### src/rtl/eau_seq_if.sv
// rtl/eau_seq_if.sv - requester/exchange-unit signal bundle for eau_seq
interface eau_seq_if;

  // Requester command side
  logic req;
  logic op;
  logic byte_vld;

  // Sequencer status back to the requester
  logic busy;
  logic ack;
  logic byte_rdy;
  logic hi_phase;

  // Exchange-unit strobes; do_o carries the "do" strobe because do is a keyword
  logic ai;
  logic ao;
  logic di;
  logic do_o;
  logic hs;
  logic ls;

  // Requester / control-logic view
  modport master (
    output req, op, byte_vld,
    input  busy, ack, byte_rdy, hi_phase,
    input  ai, ao, di, do_o, hs, ls
  );

  // Sequencer view
  modport slave (
    input  req, op, byte_vld,
    output busy, ack, byte_rdy, hi_phase,
    output ai, ao, di, do_o, hs, ls
  );

endinterface

### src/rtl/eau_seq.sv
// rtl/eau_seq.sv - byte/address exchange unit sequencer (optional feature macro: EAU_SEQ_HOLD_EN)
module eau_seq #(
  parameter int unsigned DRIVE_CYCLES = 1
) (
  input logic       clk,
  input logic       rst,
  eau_seq_if.slave  bus
);

  localparam logic [2:0] S_IDLE  = 3'd0;
  localparam logic [2:0] S_D_LO  = 3'd1;
  localparam logic [2:0] S_D_HI  = 3'd2;
  localparam logic [2:0] S_A_DRV = 3'd3;
  localparam logic [2:0] S_A_CAP = 3'd4;
  localparam logic [2:0] S_A_LO  = 3'd5;
  localparam logic [2:0] S_A_HI  = 3'd6;

  // Every drive phase runs from this value down to zero, so it lasts DRIVE_CYCLES cycles.
  localparam logic [3:0] CNT_LOAD = 4'(DRIVE_CYCLES - 1);

  logic [2:0] state_q, state_d;
  logic [3:0] cnt_q,   cnt_d;
  logic       ack_q,   ack_d;
  logic       cnt_zero;

  assign cnt_zero = (cnt_q == 4'd0);

  // Next-state, drive-counter and completion-pulse logic
  always_comb begin
    state_d = state_q;
    cnt_d   = cnt_q;
    ack_d   = 1'b0;
    case (state_q)
      S_IDLE: begin
        // The ack cycle is also an IDLE cycle, so a held req chains commands.
        if (bus.req) begin
          state_d = bus.op ? S_A_CAP : S_D_LO;
        end
      end
      S_D_LO: begin
        // Dropping req aborts; the low half already loaded stays in the unit.
        if (!bus.req) begin
          state_d = S_IDLE;
        end else if (bus.byte_vld) begin
          state_d = S_D_HI;
        end
      end
      S_D_HI: begin
        if (!bus.req) begin
          state_d = S_IDLE;
        end else if (bus.byte_vld) begin
          state_d = S_A_DRV;
          cnt_d   = CNT_LOAD;
        end
      end
      S_A_DRV: begin
        if (!cnt_zero) begin
          cnt_d = cnt_q - 4'd1;
        end else begin
`ifdef EAU_SEQ_HOLD_EN
          // Keep the address on the bus for as long as the requester asks.
          if (!bus.req) begin
            state_d = S_IDLE;
            ack_d   = 1'b1;
          end
`else
          state_d = S_IDLE;
          ack_d   = 1'b1;
`endif
        end
      end
      S_A_CAP: begin
        // Single capture cycle loads both address halves at once.
        state_d = S_A_LO;
        cnt_d   = CNT_LOAD;
      end
      S_A_LO: begin
        if (!cnt_zero) begin
          cnt_d = cnt_q - 4'd1;
        end else begin
          state_d = S_A_HI;
          cnt_d   = CNT_LOAD;
        end
      end
      S_A_HI: begin
        if (!cnt_zero) begin
          cnt_d = cnt_q - 4'd1;
        end else begin
          state_d = S_IDLE;
          ack_d   = 1'b1;
        end
      end
      default: begin
        state_d = S_IDLE;
        cnt_d   = 4'd0;
      end
    endcase
  end

  // State, counter and ack registers with synchronous active-low reset
  always_ff @(posedge clk) begin
    if (!rst) begin
      state_q <= S_IDLE;
      cnt_q   <= 4'd0;
      ack_q   <= 1'b0;
    end else begin
      state_q <= state_d;
      cnt_q   <= cnt_d;
      ack_q   <= ack_d;
    end
  end

  // Strobe decode from the current state; ls/hs follow byte_vld while loading bytes
  always_comb begin
    bus.byte_rdy = 1'b0;
    bus.hi_phase = 1'b0;
    bus.ai       = 1'b0;
    bus.ao       = 1'b0;
    bus.di       = 1'b0;
    bus.do_o     = 1'b0;
    bus.hs       = 1'b0;
    bus.ls       = 1'b0;
    case (state_q)
      S_D_LO: begin
        bus.di = 1'b1;
        bus.ls = bus.byte_vld;
      end
      S_D_HI: begin
        bus.di       = 1'b1;
        bus.hs       = bus.byte_vld;
        bus.hi_phase = 1'b1;
      end
      S_A_DRV: begin
        bus.ao = 1'b1;
      end
      S_A_CAP: begin
        bus.ai = 1'b1;
        bus.hs = 1'b1;
        bus.ls = 1'b1;
      end
      S_A_LO: begin
        // ai stays up so each ls strobe reloads the same, stable address.
        bus.ai       = 1'b1;
        bus.ls       = 1'b1;
        bus.do_o     = 1'b1;
        bus.byte_rdy = 1'b1;
      end
      S_A_HI: begin
        bus.ai       = 1'b1;
        bus.hs       = 1'b1;
        bus.do_o     = 1'b1;
        bus.byte_rdy = 1'b1;
        bus.hi_phase = 1'b1;
      end
      default: begin
      end
    endcase
  end

  assign bus.busy = (state_q != S_IDLE);
  assign bus.ack  = ack_q;

endmodule

### src/flat_wrapper.sv
// flat-port wrapper written by rule: the top's interface ports become plain ports
module eau_seq_flat 
#(
  parameter int unsigned DRIVE_CYCLES = 1
)
  (clk, rst, bus_req, bus_op, bus_byte_vld, bus_busy, bus_ack, bus_byte_rdy, bus_hi_phase, bus_ai, bus_ao, bus_di, bus_do_o, bus_hs, bus_ls);
  eau_seq_if bus_i ();
  input logic clk;
  input logic rst;
  input wire logic [$bits(bus_i.req)-1:0] bus_req;
  input wire logic [$bits(bus_i.op)-1:0] bus_op;
  input wire logic [$bits(bus_i.byte_vld)-1:0] bus_byte_vld;
  output wire logic [$bits(bus_i.busy)-1:0] bus_busy;
  output wire logic [$bits(bus_i.ack)-1:0] bus_ack;
  output wire logic [$bits(bus_i.byte_rdy)-1:0] bus_byte_rdy;
  output wire logic [$bits(bus_i.hi_phase)-1:0] bus_hi_phase;
  output wire logic [$bits(bus_i.ai)-1:0] bus_ai;
  output wire logic [$bits(bus_i.ao)-1:0] bus_ao;
  output wire logic [$bits(bus_i.di)-1:0] bus_di;
  output wire logic [$bits(bus_i.do_o)-1:0] bus_do_o;
  output wire logic [$bits(bus_i.hs)-1:0] bus_hs;
  output wire logic [$bits(bus_i.ls)-1:0] bus_ls;
  assign bus_i.req = bus_req;
  assign bus_i.op = bus_op;
  assign bus_i.byte_vld = bus_byte_vld;
  assign bus_busy = bus_i.busy;
  assign bus_ack = bus_i.ack;
  assign bus_byte_rdy = bus_i.byte_rdy;
  assign bus_hi_phase = bus_i.hi_phase;
  assign bus_ai = bus_i.ai;
  assign bus_ao = bus_i.ao;
  assign bus_di = bus_i.di;
  assign bus_do_o = bus_i.do_o;
  assign bus_hs = bus_i.hs;
  assign bus_ls = bus_i.ls;
  eau_seq #(.DRIVE_CYCLES(DRIVE_CYCLES)) u_core (.clk(clk), .rst(rst), .bus(bus_i));
endmodule
### config.mk
export PLATFORM = sky130hd
export DESIGN_NAME = eau_seq_flat
export DESIGN_NICKNAME = d
export VERILOG_FILES = /design/src/rtl/eau_seq_if.sv /design/src/rtl/eau_seq.sv /design/src/flat_wrapper.sv
export SDC_FILE = /design/constraint.sdc
export NUM_CORES = 1
export LEC_CHECK = 0
export CAP_MARGIN = 20
export CORE_AREA = 5 5 48 50
export DETAILED_ROUTE_END_ITERATION = 10
export DIE_AREA = 0 0 53 55
export SKIP_CTS_REPAIR_TIMING = 1
export SYNTH_ARGS = -nofsm -noshare
export SYNTH_HDL_FRONTEND = slang
export SYNTH_SLANG_ARGS = --single-unit
### constraint.sdc
create_clock -name clk -period 1.6 [get_ports clk]
set_input_delay 0.24 -clock clk [delete_from_list [all_inputs] [get_ports clk]]
set_output_delay 0.24 -clock clk [all_outputs]
set_load 0.02 [all_outputs]
==> results.sh <==
export IMPL_syn2layout_area_growth_pct=62.5
export IMPL_yosysTopAreaCellShare_pct=24.3
export IMPL_num_io_pins=15
export IMPL_post_route_min_period_ns=1.60
export IMPL_synthTopCellsByCount="a21oi_1, dfxtp_1, nor2_1"
export IMPL_core_rowCount=16
export IMPL_layout_setup_ws_ns=0.00233
export IMPL_grt_pass1_wl_mm=2.70
export IMPL_grt_usage_pct=13.1
export IMPL_yosysMostFrequentCell="a21oi_1"
export IMPL_p_seq_share_pct=26.8
export IMPL_nets=131
export IMPL_power_w=0.000860
export IMPL_die_h_um=55
export IMPL_pwr_share_comb_pct=54.0
export IMPL_port_buffers=14
export IMPL_cts_made_buffers=3
export IMPL_p_leak_nw=0.555
export IMPL_clkSlewWorstSetupHoldPaths_ns=0.06
export IMPL_dpl_cell_area_mm2=0.00100
export IMPL_synthFlopType="dfxtp_1"
export IMPL_initial_core_util_pct=35.3
export IMPL_yosys_warnings=0
export IMPL_grt_overflow_total=0
export IMPL_slowest_delay_ns=0.50
export IMPL_ant_nets=0
export IMPL_critPathTopFamily="simple AND/OR/NAND/NOR gates"
export IMPL_synth_edf_count=0
export IMPL_end_kind="register"
export IMPL_yosysUniqueCellTypes=38
export IMPL_avgSynthCellArea_um2=7.56
export IMPL_antenna_found_initial=0
export IMPL_synthesis_nets=94
export IMPL_crit_type="register to register"
export IMPL_die_w_um=53
export IMPL_hold_viol_final=0
export IMPL_cts_tree="done"
export IMPL_clockPowerShare_pct=19.2
export IMPL_finalClockSkew_ns=0.000871
export IMPL_grt_pass1_vias=630
export IMPL_final_max_slew_violation_count=0
export IMPL_synth_top_cell_by_area="dfxtp_1"
export IMPL_root_buffer="clkbuf_4"
export IMPL_max_cap_violations=0
export IMPL_gp_congestion=0.812
export IMPL_cp_common_cell="buf_4"
export IMPL_worstSkewPairLatency_ns=0.26
export IMPL_seq_area_frac_synth_pct=24.3
export IMPL_synthCells=87
export IMPL_cts_sinks=8
export IMPL_fin_util_pct=57.5
export IMPL_path_buf_inv=2
export IMPL_worstSetupStartpointType="register"
export IMPL_grt_setup_unrepaired="true"
export IMPL_insertedDiodeCount=0
export IMPL_wl_mm=1.74
export IMPL_netlist_area_um2=658
export IMPL_wl_per_cell_um=11.7
export IMPL_core_mm2=0.00186
export IMPL_reg2reg_depth=6
export IMPL_ir_worst_vdd_mv=0.498
export IMPL_fill_cells=176
export IMPL_synth_seq_cells=8
export IMPL_swShare_pct=37.2
export IMPL_async_flop_share_pct=0
export IMPL_status="finished clean"
export IMPL_worstPathRequired_ns=1.80
export IMPL_grt_max_degree=16
export IMPL_slew_headroom_pct=74.7
export IMPL_period_share_pct=99.9
export IMPL_hpwlAfterDp_mm=1.32
export IMPL_crit_chain="buf_4 -> buf_4 -> nand3b_1 -> a21oi_4 -> or4_1 -> a21oi_1"
export IMPL_cp_depth=6
export IMPL_drive_gt1_share_pct=37.7
export IMPL_p_sw_w=0.000320
export IMPL_place_ws_ns=-0.229
export IMPL_critPathSlowestCell="or4_1"
export IMPL_setup_viol=0
export IMPL_hp_class="register to register"
export IMPL_intPower_w=0.000541
export IMPL_drtPass1Iterations=6
export IMPL_power_density_mw_per_mm2=804
export IMPL_fmax_mhz=626
export IMPL_hold_depth=2
export IMPL_drc=0
export IMPL_clockBufferDepth=2
export IMPL_drt_iter0_markers=18
export IMPL_cp_arrival_ns=1.79
export IMPL_final_area_mm2=0.00107
export IMPL_tightest_slew_ns=0.379
export IMPL_synth_area_leaders="dfxtp_1, a21oi_1, nor2_1"
export IMPL_cp_max_fo=10
export IMPL_die_area_mm2=0.00292
export IMPL_htreeDepth=1
export IMPL_dr_total_vias=764
export IMPL_viasPerCell=5.13
[worst reg2reg max path: cells and delay by family (launching register included)]
| kind | cells | cell delay [ns] |
|---|---|---|
| AOI/OAI and AO/OA | 2 | 0.24 |
| buffers and inverters | 2 | 0.32 |
| DFF | 1 | 0.34 |
| and+or+nand+nor | 2 | 0.65 |
[layout make-up]
type                       instances  area [um2]  share of cell area, %
multi-input combinational         67         477                   44.6
sequential                         8         163                   15.2
clock buffer                       3        22.5                   2.11
tap                               27        33.8                   3.16
timing repair buffer              40         359                   33.6
inverter                           4        15.0                   1.40
[power groups by stage]
stage	Clock [W]	Sequential, W	Combinational, W
2_1_floorplan	0	0.000230	0.000262
3_3_place_gp	0	0.000234	0.000449
3_5_place_dp	0	0.000234	0.000454
4_1_cts	0.000174	0.000230	0.000456
5_1_grt	0.000183	0.000233	0.000500
6_report	0.000165	0.000231	0.000464
[flip-flops by register name, summed over array words and instances (netlist names)]
| register | flops |
|---|---|
| u_core.state_q | 3 |
| u_core.bus.ack | 1 |
| u_core.cnt_q | 4 |
[worst paths after layout]
kind                startpoint               to  slack (ns)
max          u_core.state_q[1]  u_core.cnt_q[3]       0.002
min reg2reg    u_core.cnt_q[3]  u_core.cnt_q[3]        0.50
min            u_core.cnt_q[3]  u_core.cnt_q[3]        0.50
max reg2reg  u_core.state_q[1]  u_core.cnt_q[3]       0.002
[cell usage in the layout, fill, tap and decap left out, types with 2 or more instances in the layout]
cell type        synthesis  routed
buf_4                    2      24
a21oi_1                  9       7
nor2_1                   8       7
dlymetal6s2s_1           0       7
dfxtp_1                  8       6
clkdlybuf4s50_1          0       5
nand2_1                  4       4
or3_1                    3       3
o31ai_1                  3       3
o21ai_0                  4       3
clkbuf_4                 0       3
inv_2                    0       2
nor2b_2                  0       2
nor2b_1                  4       2
and3b_1                  2       2
inv_1                    4       2
nand2b_1                 2       2
or4_1                    2       2
a31oi_1                  2       2
o21ai_2                  1       2
nor3b_1                  2       2
a22o_1                   2       2
nor3_1                   2       2
clkbuf_2                 0       2
dfxtp_2                  0       2
[metrics by stage]
step | hold WS (ns) | cells | setup TNS [ns]
2_1_floorplan | 0.366 | 87 | 0
3_3_place_gp | 0.477 | 145 | -0.759
3_5_place_dp | 0.479 | 145 | -0.894
4_1_cts | 0.489 | 148 | -2.41
5_1_grt | 0.503 | 149 | -0.194
6_report | 0.501 | 149 | 0
[cell families (layout without fill, tap and decap cells)]
logic type      after synthesis  in the layout  synth area share [%]
buf+inv                      12             47                  9.50
fa+ha+maj                     2              2                  3.80
xor+xnor                      1              1                  1.33
mux                           1              1                  1.52
simple gates                 33             33                  28.9
compound gates               30             30                  30.6
flops                         8              8                  24.3
[metal layers]
| metal | routed length, um | GRT usage (%) |
|---|---|---|
| met3 | 101 | 4.83 |
| met1 | 812 | 16.3 |
| met2 | 791 | 19.8 |
| met5 | 0 | 0 |
| met4 | 35 | 6.38 |
No activity file was read; power rests on OpenSTA's default activity.
